### config.mk
export PLATFORM = sky130hd
export DESIGN_NAME = hazard_scoreboard
export DESIGN_NICKNAME = d
export VERILOG_FILES = /design/src/rtl/hazard_scoreboard_pkg.sv /design/src/rtl/hazard_scoreboard_entry.sv /design/src/rtl/hazard_scoreboard.sv
export SDC_FILE = /design/constraint.sdc
export NUM_CORES = 1
export LEC_CHECK = 0
export ABC_AREA = 1
export CAP_MARGIN = 20
export CORE_AREA = 2 2 104 106
export CTS_BUF_LIST = sky130_fd_sc_hd__clkbuf_4 sky130_fd_sc_hd__clkbuf_8 sky130_fd_sc_hd__clkbuf_16
export DETAILED_ROUTE_END_ITERATION = 8
export DIE_AREA = 0 0 106 108
export HOLD_SLACK_MARGIN = 0.08
export PLACE_DENSITY = 0.69
export SYNTH_ARGS = -nofsm -noshare
export SYNTH_HDL_FRONTEND = slang
export SYNTH_SLANG_ARGS = --single-unit
### constraint.sdc
create_clock -name clk -period 3.1 [get_ports clk]
set_input_delay 0.62 -clock clk [delete_from_list [all_inputs] [get_ports clk]]
set_output_delay 0.62 -clock clk [all_outputs]
set_load 0.01 [all_outputs]
### src/rtl/hazard_scoreboard_pkg.sv
// Shared constants and types for the issue-side hazard scoreboard.
// Widths here are also used by the forwarding hazard controller.
package hazard_pkg;

  localparam int REG_COUNT  = 16;
  localparam int REG_ADDR_W = 4;
  localparam int CNT_W      = 2;
  localparam int CNT_MAX    = 3;
  localparam int INSTR_W    = 24;

  typedef logic [REG_ADDR_W-1:0] reg_addr_t;
  typedef logic [CNT_W-1:0]      cnt_t;

  function automatic logic cnt_at_limit(input cnt_t cnt, input int limit);
    return cnt == cnt_t'(limit);
  endfunction

endpackage

### src/rtl/hazard_scoreboard_entry.sv
// One register's outstanding-write record: write counter plus a flag that
// marks the youngest outstanding write as a load.
module scoreboard_entry
  import hazard_pkg::*;
(
  input  logic clk,
  input  logic rst_n,
  input  logic inc,
  input  logic inc_is_load,
  input  logic dec,
  output cnt_t cnt,
  output logic ld
);

  cnt_t cnt_reg, cnt_next;
  logic ld_reg, ld_next;

  // dec only arrives when the counter is non-zero, so no wrap guard here
  always_comb begin
    cnt_next = cnt_reg;
    ld_next  = ld_reg;
    if (inc && dec) begin
      ld_next = inc_is_load;
    end else if (inc) begin
      cnt_next = cnt_reg + cnt_t'(1);
      ld_next  = inc_is_load;
    end else if (dec) begin
      cnt_next = cnt_reg - cnt_t'(1);
      if (cnt_reg == cnt_t'(1)) begin
        ld_next = 1'b0;
      end
    end
  end

  always_ff @(posedge clk or negedge rst_n) begin
    if (!rst_n) begin
      cnt_reg <= '0;
      ld_reg  <= 1'b0;
    end else begin
      cnt_reg <= cnt_next;
      ld_reg  <= ld_next;
    end
  end

  assign cnt = cnt_reg;
  assign ld  = ld_reg;

endmodule

### src/rtl/hazard_scoreboard.sv
// Tracks outstanding register writes between decode and ID/EX and stalls
// issue on load-use hazards or when a register's write counter is full.
module hazard_scoreboard
  import hazard_pkg::*;
#(
  parameter int REG_COUNT = hazard_pkg::REG_COUNT,
  parameter int CNT_MAX   = hazard_pkg::CNT_MAX
) (
  input  logic                  clk,
  input  logic                  rst_n,
  input  logic                  issue_valid,
  input  logic                  issue_write,
  input  logic                  issue_is_load,
  input  logic [REG_ADDR_W-1:0] issue_regC,
  input  logic                  use_regA,
  input  logic                  use_regB,
  input  logic [REG_ADDR_W-1:0] regA,
  input  logic [REG_ADDR_W-1:0] regB,
  input  logic                  wb_valid,
  input  logic [REG_ADDR_W-1:0] wb_regC,
  output logic                  stall,
  output logic                  issue_accept,
  output logic [REG_COUNT-1:0]  pending_mask,
  output logic                  wb_underflow
);

  cnt_t                 cnt [REG_COUNT];
  logic [REG_COUNT-1:0] ld;
  logic                 wb_empty;
  logic                 load_use;
  logic                 capacity;
  logic                 underflow_reg;

  // All hazard decisions use pre-update state, so a same-cycle write-back
  // releases a stall only on the following cycle.
  assign wb_empty     = (cnt[wb_regC] == '0);
  assign load_use     = (use_regA & ld[regA]) | (use_regB & ld[regB]);
  assign capacity     = issue_write & cnt_at_limit(cnt[issue_regC], CNT_MAX);
  assign stall        = issue_valid & (load_use | capacity);
  assign issue_accept = issue_valid & ~stall;

  generate
    for (genvar gi = 0; gi < REG_COUNT; gi++) begin : g_entry
      logic inc;
      logic dec;

      assign inc = issue_accept & issue_write & (issue_regC == REG_ADDR_W'(gi));
      assign dec = wb_valid & ~wb_empty & (wb_regC == REG_ADDR_W'(gi));

      scoreboard_entry u_entry (
        .clk         (clk),
        .rst_n       (rst_n),
        .inc         (inc),
        .inc_is_load (issue_is_load),
        .dec         (dec),
        .cnt         (cnt[gi]),
        .ld          (ld[gi])
      );

      assign pending_mask[gi] = |cnt[gi];
    end
  endgenerate

  always_ff @(posedge clk or negedge rst_n) begin
    if (!rst_n) begin
      underflow_reg <= 1'b0;
    end else if (wb_valid && wb_empty) begin
      underflow_reg <= 1'b1;
    end
  end

  assign wb_underflow = underflow_reg;

endmodule
==> results.py, run 1 <==
metrics = {
    "drt": {
        "wl_per_cell_um": 14.8,
        "drc_errors": 0,
        "drt-initial-drc-count": 263,
        "num_vias": 4573,
        "dr.pass1.iters": 5,
        "viasPerCell": 5.07,
        "wl_um": 13300,
        "ant_nets": 0,
    },
    "sta": {
        "fin_skew_ns": 0.00849,
        "holdWs_ns": 0.281,
        "min_period_ns": 3.04,
        "rsz0062_at_grt": "no",
        "setup_ws_ns": 0.0575,
        "final_max_slew_viol_count": 0,
        "max_freq_ghz": 0.329,
        "slew_headroom": 0.471,
        "fin_crit_sh": 0.981,
        "worst_pin_slew_ns": 0.791,
        "setup_viol": 0,
        "finalHoldViolations": 0,
    },
    "power_and_ir_drop": {
        "pwr-share-clk": 0.147,
        "power.total_uw": 3450,
        "p_leak_uw": 0.00325,
        "p_int_uw": 1940,
        "switching_share": 0.437,
        "p_per_area_nw_per_um2": 605,
        "max-vdd-ir-drop_mv": 0.430,
        "combPwrFrac": 0.536,
        "power_switching_uw": 1510,
        "pwr-share-seq": 0.316,
    },
    "clock_network": {
        "cts-buffers-inserted": 5,
        "clock_latency_ns": 0.31,
        "cts_root_buf": "clkbuf_8",
        "cts.sinks": 49,
        "clockBufferDepth": 2,
        "cts_hold_repair.buffers": 0,
        "cts_tree": "done",
        "htreeDepth": 2,
        "path_clk_slew_ns": 0.10,
    },
    "synthesis": {
        "synthCells": 665,
        "ys_seq_area_frac": 0.270,
        "synth_cell_types": 29,
        "yosysMostFrequentCell": "nand2_1",
        "async_flop_share": 1.00,
        "syn_area_per_cell_um2": 6.82,
        "syn_area_um2": 4530,
        "syn_nets": 737,
        "synthTopCellsByArea": "dfrtp_1 27%, nand2_1 18%, ha_1 13%",
        "synth_edf_count": 0,
        "yosysTopAreaCell": "dfrtp_1",
        "synth_top_cells_by_count": "217 x nand2_1, 137 x inv_1, 59 x nand3_1",
        "synth_top_area_frac": 0.270,
        "yosys_register_bits": 49,
        "yosys_warnings": 0,
        "synth-main-ff-cell": "dfrtp_1",
    },
    "setup_path": {
        "rrSetupSlack_ns": 0.62,
        "criticalPathCategory": "input pin to flop",
        "worstPathMaxFanout": 5,
        "cp.required_ns": 3.36,
        "crit_arrival_ns": 3.30,
        "end_kind": "flop",
        "worst_setup_path_start_kind": "input pin",
    },
    "hold_path": {
        "hold_path.class": "input pin to async pin",
    },
    "cells_and_area": {
        "nFillCells": 989,
        "area_growth_pct": 25.7,
        "multi_input_area_um2": 2710,
        "n_antenna_cell": 0,
        "layout.nets": 837,
        "largest_reg_flops": 32,
        "postLayoutCoreUtil": 0.557,
        "drive_gt1_frac": 0.157,
        "register_area_um2": 1230,
    },
    "floorplanning": {
        "start_util": 0.443,
        "rows": 37,
        "core_region_area_um2": 10200,
        "die_w_um": 106,
        "dieArea_um2": 11400,
        "pin_count": 43,
        "die_h_um": 108,
    },
    "flow_run": {
        "drv_cap": 0,
    },
    "grt": {
        "grt_max_degree": 29,
        "antenna_found_initial": 0,
        "grt_pass1_vias": 4442,
        "grt_pass1_wl_um": 21800,
        "grt-ovfl-total": 0,
        "grt.total_usage": 0.243,
    },
    "placement": {
        "dp_hpwl_um": 10600,
        "post-place-ws_ns": -0.353,
        "place_congestion": 0.950,
        "port_buffers": 42,
    },
    "outcome": {
        "status": "complete, no violations",
    },
}
[stage by stage]
stage / TNS (ns) / cell area, µm² / cells
floorplan: 0 / 4530 / 665
global placement: -9.73 / 5530 / 894
detailed placement: -9.34 / 5530 / 894
CTS: 0 / 5660 / 902
global route: 0 / 5700 / 902
finish: 0 / 5700 / 902
[final cells by class]
type                    count  area share
flip-flops and latches     49       0.215
well taps                 136      0.0299
multi-input cells         460       0.475
repair buffers            108       0.165
clock buffers               7      0.0158
inverters                 141      0.0938
clock inverters             1     0.00527
[critical path: stages]
cell	delay, ns
clkdlybuf4s50_1	0.51
nand2_1	0.22
a21oi_1	0.31
o41ai_1	0.15
buf_4	0.15
nand4_1	0.12
nand2_2	0.13
nor2_2	0.28
nand2_1	0.11
ha_1	0.31
or2_2	0.30
nand2_1	0.07
[power groups by stage]
stage | clock network [µW] | logic, µW | registers [µW]
final | 507 | 1850 | 1090
after global routing | 545 | 2120 | 1110
after CTS | 519 | 1840 | 1090
after detailed placement | 0 | 1820 | 1100
after global placement | 0 | 1760 | 1090
after floorplan | 0 | 1220 | 1000
[cell families after synthesis]
logic type | count (synthesis) | share of synthesized area
AO/OA/AOI/OAI | 27 | 0.0345
XOR/XNOR | 16 | 0.0309
adder cells (fa/ha/maj) | 48 | 0.132
buffers and inverters | 156 | 0.141
flip-flops | 49 | 0.270
AND/OR/NAND/NOR | 369 | 0.391
[what timing repair did]
| item | in CTS | in global routing |
|---|---|---|
| resized for setup | 6 | 11 |
| setup endpoints to repair | 2 | 28 |
| pin swaps | 0 | 1 |
| setup buffers | 0 | 0 |
[routing by layer]
metal | GRT usage | routed length (µm) | up-vias
li1 | - | - | 2262
met1 | 0.309 | 5840 | 2140
met2 | 0.426 | 6560 | 147
met3 | 0.0344 | 634 | 24
met4 | 0.0780 | 303 | 0
met5 | 0 | 0 | -
[cell usage in the layout, fill, tap and decap left out, types with 7 or more instances in the layout]
cell type,instances
nand2_1,216
inv_1,137
buf_4,63
nand3_1,57
dfrtp_1,49
ha_1,48
clkdlybuf4s50_1,35
nor2_1,27
nand4_1,27
a21oi_1,17
xor2_1,16
or2_2,16
nand4_4,9
nor2_2,7
[path summary, 6_finish.rpt]
kind                                                        from                                     to  cells after the start
min in group clk              g_entry[14].u_entry.ld$_DFFE_PN0P_     g_entry[14].u_entry.ld$_DFFE_PN0P_                      2
min                                                        rst_n  g_entry[8].u_entry.cnt[0]$_DFFE_PN0P_                      1
max in group asynchronous                                  rst_n  g_entry[7].u_entry.cnt[1]$_DFFE_PN0P_                      2
max                                                   wb_regC[1]  g_entry[2].u_entry.cnt[1]$_DFFE_PN0P_                     12
max reg2reg                g_entry[3].u_entry.cnt[0]$_DFFE_PN0P_  g_entry[2].u_entry.cnt[1]$_DFFE_PN0P_                     11
min reg2reg                   g_entry[14].u_entry.ld$_DFFE_PN0P_     g_entry[14].u_entry.ld$_DFFE_PN0P_                      2
(Power assumes the default switching activity.)
==> run 2, diff against run 1 <==
--- a/config.mk
+++ b/config.mk
@@ -16,3 +16,4 @@
 export SYNTH_ARGS = -nofsm -noshare
 export SYNTH_HDL_FRONTEND = slang
 export SYNTH_SLANG_ARGS = --single-unit
+export TNS_END_PERCENT = 100
==> results of run 2 <==
The final DEF is identical to that of run 1; final timing and power are the same.
